File: src/rtl/dma_chk_pkg.sv
// Shared types and helpers for the DMA burst integrity checker.
package dma_chk_pkg;

  typedef enum logic {
    IDLE  = 1'b0,
    CHECK = 1'b1
  } chk_state_e;

  typedef enum logic {
    ABORT_ACCEPT = 1'b0,
    ABORT_REJECT = 1'b1
  } abort_mode_e;

  // Saturating add; callers pass the all-ones value of their counter width as max.
  function automatic logic [31:0] sat_add(input logic [31:0] cnt,
                                          input logic [31:0] inc,
                                          input logic [31:0] max);
    logic [32:0] sum;
    sum = {1'b0, cnt} + {1'b0, inc};
    if (sum > {1'b0, max}) return max;
    return sum[31:0];
  endfunction

endpackage

File: src/rtl/dma_burst_chk_ch.sv
// One channel of the burst checker: request edge detect, IDLE/CHECK FSM,
// burst length counter, registered result pulses and sticky flags.
module dma_burst_chk_ch
  import dma_chk_pkg::*;
#(
  parameter int BURST_LEN = 100
) (
  input  logic       i_clk,
  input  logic       i_rst_n,
  input  logic       i_chk_en,
  input  logic       i_abort_mode,
  input  logic       i_clear,
  input  logic       i_dma_req,
  input  logic       i_dt,
  input  logic       i_done,
  output chk_state_e o_state,
  output logic       o_res_pass,
  output logic       o_res_fail,
  output logic       o_pass_pulse,
  output logic       o_fail_pulse,
  output logic       o_err_sticky,
  output logic       o_ovl_sticky
);

  localparam int CW = $clog2(BURST_LEN + 1);
  localparam logic [CW-1:0] LAST = CW'(BURST_LEN - 1);

  chk_state_e    r_state, w_state_nx;
  logic [CW-1:0] r_cnt, w_cnt_nx;
  logic          r_req_q;
  logic          r_pass, r_fail, r_err, r_ovl;
  logic          w_rise, w_pass, w_fail, w_ovl_set;

  assign w_rise    = i_dma_req & ~r_req_q;
  assign w_ovl_set = w_rise & (r_state == CHECK);

  // Resolution priority: enable, then done, then a dropped transfer, then burst complete.
  always_comb begin
    w_state_nx = r_state;
    w_cnt_nx   = r_cnt;
    w_pass     = 1'b0;
    w_fail     = 1'b0;
    case (r_state)
      IDLE: begin
        if (w_rise && i_chk_en) begin
          w_state_nx = CHECK;
          w_cnt_nx   = '0;
        end
      end
      CHECK: begin
        if (!i_chk_en) begin
          w_state_nx = IDLE;
        end else if (i_done) begin
          w_state_nx = IDLE;
          if (abort_mode_e'(i_abort_mode) == ABORT_REJECT) w_fail = 1'b1;
          else                                             w_pass = 1'b1;
        end else if (!i_dt) begin
          w_state_nx = IDLE;
          w_fail     = 1'b1;
        end else if (r_cnt == LAST) begin
          w_state_nx = IDLE;
          w_pass     = 1'b1;
        end else begin
          w_cnt_nx = r_cnt + CW'(1);
        end
      end
      default: w_state_nx = IDLE;
    endcase
  end

  always_ff @(posedge i_clk or negedge i_rst_n) begin
    if (!i_rst_n) begin
      r_state <= IDLE;
      r_cnt   <= '0;
      r_req_q <= 1'b0;
      r_pass  <= 1'b0;
      r_fail  <= 1'b0;
      r_err   <= 1'b0;
      r_ovl   <= 1'b0;
    end else begin
      r_state <= w_state_nx;
      r_cnt   <= w_cnt_nx;
      r_req_q <= i_dma_req;
      r_pass  <= w_pass;
      r_fail  <= w_fail;
      // Clear-then-set so an event landing on the clear cycle is kept.
      r_err   <= (r_err & ~i_clear) | w_fail;
      r_ovl   <= (r_ovl & ~i_clear) | w_ovl_set;
    end
  end

  assign o_state      = r_state;
  assign o_res_pass   = w_pass;
  assign o_res_fail   = w_fail;
  assign o_pass_pulse = r_pass;
  assign o_fail_pulse = r_fail;
  assign o_err_sticky = r_err;
  assign o_ovl_sticky = r_ovl;

endmodule

File: config.mk
export PLATFORM = sky130hd
export DESIGN_NAME = dma_burst_chk_ch
export DESIGN_NICKNAME = d
export VERILOG_FILES = /design/src/rtl/dma_chk_pkg.sv /design/src/rtl/dma_burst_chk_ch.sv
export SDC_FILE = /design/constraint.sdc
export NUM_CORES = 1
export LEC_CHECK = 0
export BUFFER_PORTS_ARGS = -buffer_cell sky130_fd_sc_hd__buf_2
export CAP_MARGIN = 20
export CORE_AREA = 2 2 39 41
export DETAILED_ROUTE_END_ITERATION = 10
export DIE_AREA = 0 0 41 43
export MAX_ROUTING_LAYER = met4
export PLACE_DENSITY = 0.68
export REMOVE_ABC_BUFFERS = 1
export SLEW_MARGIN = 10
export SYNTH_ARGS = -nofsm -noshare
export SYNTH_HDL_FRONTEND = slang
export SYNTH_SLANG_ARGS = --single-unit
File: constraint.sdc
create_clock -name i_clk -period 1.85 [get_ports i_clk]
set_clock_uncertainty 0.1 [all_clocks]
set_input_delay 0.2775 -clock i_clk [delete_from_list [all_inputs] [get_ports i_clk]]
set_output_delay 0.2775 -clock i_clk [all_outputs]
set_load 0.02 [all_outputs]
==> metrics.md <==
| Metric | Value |
|---|---|
| Share of the synthesized area in the top cell type | 52.3% |
| Initial antenna violation count | 0 |
| ANT cells | 0 |
| Chip width | 41 µm |
| Initial Utilization | 44.9% |
| Max-cap violations | 0 |
| Cell family with most CP delay | simple AND/OR/NAND/NOR gates |
| TritonCTS Sinks | 13 |
| # rows | 14 |
| Yosys reg bits | 13 |
| Estimated wirelength of the detail-placed design | ~920 µm |
| Routed len/inst | 12.7 µm |
| Failing checks | setup timing |
| Syn Inst Count | 61 |
| Adder and majority cell fraction of the synthesized area | 2.01% |
| First-pass GRT wire length | 2.04 mm |
| Routed vias/inst | 5.15 |
| Data arrival, critical path | 1.68 ns |
| Layout cells sized above 1 | 41.1% |
| Period utilization | 111% |
| Placed Instance Area | 738 µm² |
| Clk root buf | clkbuf_4 |
| Max-slew headroom | 78.1% |
| Slowest stage delay, CP | around 0.37 ns |
| Syn_area_per_cell | 10.2 µm² |
| Crit path max-delay cell type | dfrtp_1 |
| Routed wl met3 | approximately 82 µm |
| Required time of the critical path | about 1.5 ns |
| GP Congestion | 0.857 |
| Uppermost routed layer | met4 |
| CP max FO | 2 |
| Unrepaired setup endpoints after global routing | yes |
| Mux cell area share after synthesis | about 1.8% |
| Synth Area in XOR/XNOR | 0% |
| Worst-Margin Slew | 0.324 ns |
| Simple-gate share of the synthesized area | 21.5% |
| Height of the die | between 40 and 50 µm |
| Total power | about 0.63 mW |
| Hold Path Class | input pin to flop |
| PwrDens | 734 mW/mm² |
| Synth Area in Compound Gates | between 10% and 20% |
| Max Fclk | between 0.4 and 0.5 GHz |
| Final setup vio count | 1 |
| WS Path Type | flop to output port |
| Die area | 0.00176 mm² |
| Maximum vdd ir drop | 0.409 mV |
| Vias | 546 |
| H-Tree Level Count | 1 |
| Critical Path End Type | output port |
| Clk buf depth | 2 |
| Final #Nets | 100 |
| Core area | roughly 0.0014 mm² |
| Area grow syn2layout | 37.0% |
| Largest net degree at the start of global routing | 14 |
| Slew Viols, Final | 0 |
| Combinational family with the most area after synthesis | simple AND/OR/NAND/NOR gates |
| Worst setup SP type | flop |
| Clock latency on the worst-skew pair | 0.29 ns |
| Initial DRC count | 7 |
| Setup ws final | -0.207 ns |
| Drt total wl | 1.34 mm |
| CTS tree | yes |
| Sequential cell area fraction in the yosys report | 52.3% |
| Final instance area | 852 µm² |
| Leakage | 0.414 nW |
| Grt ovf | 0 |
| Synthesized area | 622 µm² |
| Top cells by area, synth | dfrtp_1 (52%), nand3_1 (6.4%), a21o_2 (4.2%) |
| FILL cells | between 100 and 150 |
| Sequence of cells on the critical path | ha_2 -> nor4b_4 -> nand4_1 -> mux2_4 -> nor2_4 -> buf_6 |
| Num CTS Buffers | 3 |
| Vias in the first global route | around 500 |
| Total track usage | 18.1% |
| Met2 Wirelength | 607 µm |
| Crit path time final | roughly 2 ns |
| Antenna-violating nets left | 0 |
| I/O Buffers | 14 |
| Place WS | -0.00392 ns |
| Metal-1 WL | around 610 µm |
| Synth warn | 0 |
| Status | finished with violations |
| Cell taking the most area after synthesis | dfrtp_1 |
| Final Hold Vio Count | 0 |
| Clock transition at path regs | 0.08 ns |
| Remaining DRCs | 0 |
| Netlist cell types | 24 |
| Drt pass-1 iters | 4 |
| # IOs | 15 |
| CP bufs+invs | 1 |
## cells in the mapped netlist
master    instances
a211o_1           1
a21o_2            3
a21oi_1           2
a31o_2            1
and2_2            1
buf_6             1
dfrtp_1          13
ha_1              1
inv_1             5
mux2_2            1
nand2_1           4
nand3_1           8
nand3b_1          1
nand4_1           1
nand4b_1          1
nor2_1            4
nor2b_1           1
nor4_1            1
nor4b_2           1
o21ai_0           5
o22ai_1           1
o311ai_0          1
o31ai_1           2
or3_1             1
## through the flow
| stage | util, % | TNS, ns | instances | hold slack (ns) |
|---|---|---|---|---|
| floorplan | - | 0 | 60 | -0.118 |
| global placement | 53.3 | 0 | 95 | 0.0783 |
| detailed placement | 53.3 | -0.00392 | 95 | 0.0782 |
| CTS | 59.9 | -0.200 | 103 | 0.0748 |
| global route | 61.6 | -0.310 | 106 | 0.0840 |
| finish | 61.6 | -0.207 | 106 | 0.0774 |
## power breakdown
part	internal (mW)	leakage, nW	total (mW)	switching (mW)
clock network	0.0805	0.0177	0.179	0.0982
logic	0.0618	0.225	0.119	0.0571
registers	0.306	0.171	0.328	0.0220
## cells in the final DEF (no fill, tap or decap), drive strengths merged
cell | Yosys | routed
a211o | 1 | 1
a21o | 3 | 3
a21oi | 2 | 2
a31o | 1 | 1
and2 | 1 | 1
buf | 1 | 24
clkbuf | 0 | 3
clkinv | 0 | 1
dfrtp | 13 | 13
dlygate4sd3 | 0 | 2
ha | 1 | 1
inv | 5 | 5
mux2 | 1 | 1
nand2 | 4 | 4
nand3 | 8 | 8
nand3b | 1 | 1
nand4 | 1 | 1
nand4b | 1 | 1
nor2 | 4 | 4
nor2b | 1 | 1
nor4 | 1 | 1
nor4b | 1 | 1
o21ai | 5 | 5
o22ai | 1 | 1
o311ai | 1 | 1
o31ai | 2 | 2
or3 | 1 | 1
## worst paths after layout
check	from	to	cells past startpoint	slack, ns
max	r_cnt[1]$_DFFE_PN0P_	o_res_pass	6	-0.21
min	i_clear	o_ovl_sticky$_DFF_PN0_	2	0.08
max reg2reg	r_cnt[0]$_DFFE_PN0P_	r_cnt[6]$_DFFE_PN0P_	5	0.15
min reg2reg	o_err_sticky$_DFF_PN0_	o_err_sticky$_DFF_PN0_	2	0.42
max in group asynchronous	i_rst_n	r_cnt[6]$_DFFE_PN0P_	2	1.12
min in group asynchronous	i_rst_n	r_req_q$_DFF_PN0_	2	0.30
## routing by layer
metal | up-vias | GRT usage (%)
li1 | 280 | -
met1 | 244 | 21.8
met2 | 17 | 26.6
met3 | 5 | 3.14
met4 | 0 | 12.0
met5 | - | -
## kinds of logic (layout without fill, tap and decap cells)
logic type,count (synthesis),in the layout
AND/OR/NAND/NOR,24,24
AO/OA/AOI/OAI,16,16
flip-flops,13,13
buffers and inverters,6,35
adder cells (fa/ha/maj),1,1
multiplexers,1,1
## registers in the layout, summed over array words and instances (netlist names)
name	flops
o_ovl_sticky	1
o_err_sticky	1
o_fail_pulse	1
o_state	1
o_pass_pulse	1
r_req_q	1
r_cnt	7
## area by class of cell
cell class                 count  area [µm²]  share of cell area, %
clock inverter                 1        5.00                  0.587
clock buffer                   3        22.5                   2.64
timing repair buffer          26         171                   20.1
multi-input combinational     42         289                   33.9
tap                           16        20.0                   2.35
sequential                    13         325                   38.2
inverter                       5        18.8                   2.20
## worst reg2reg max path: stages (launching register included)
cell,delay (ns)
dfrtp_1,0.39
ha_2,0.20
nor4b_4,0.13
a31o_2,0.25
and2_2,0.23
a211o_1,0.29
## timing repair
item	in CTS	in global routing
gates resized for setup	7	0
cloned	0	0
pin swaps	0	1
hold buffers	2	0
endpoints found under the hold margin	14	0
setup endpoints to repair	1	2
setup buffers	2	3
Note: power is estimated with default switching activity, not from simulation.
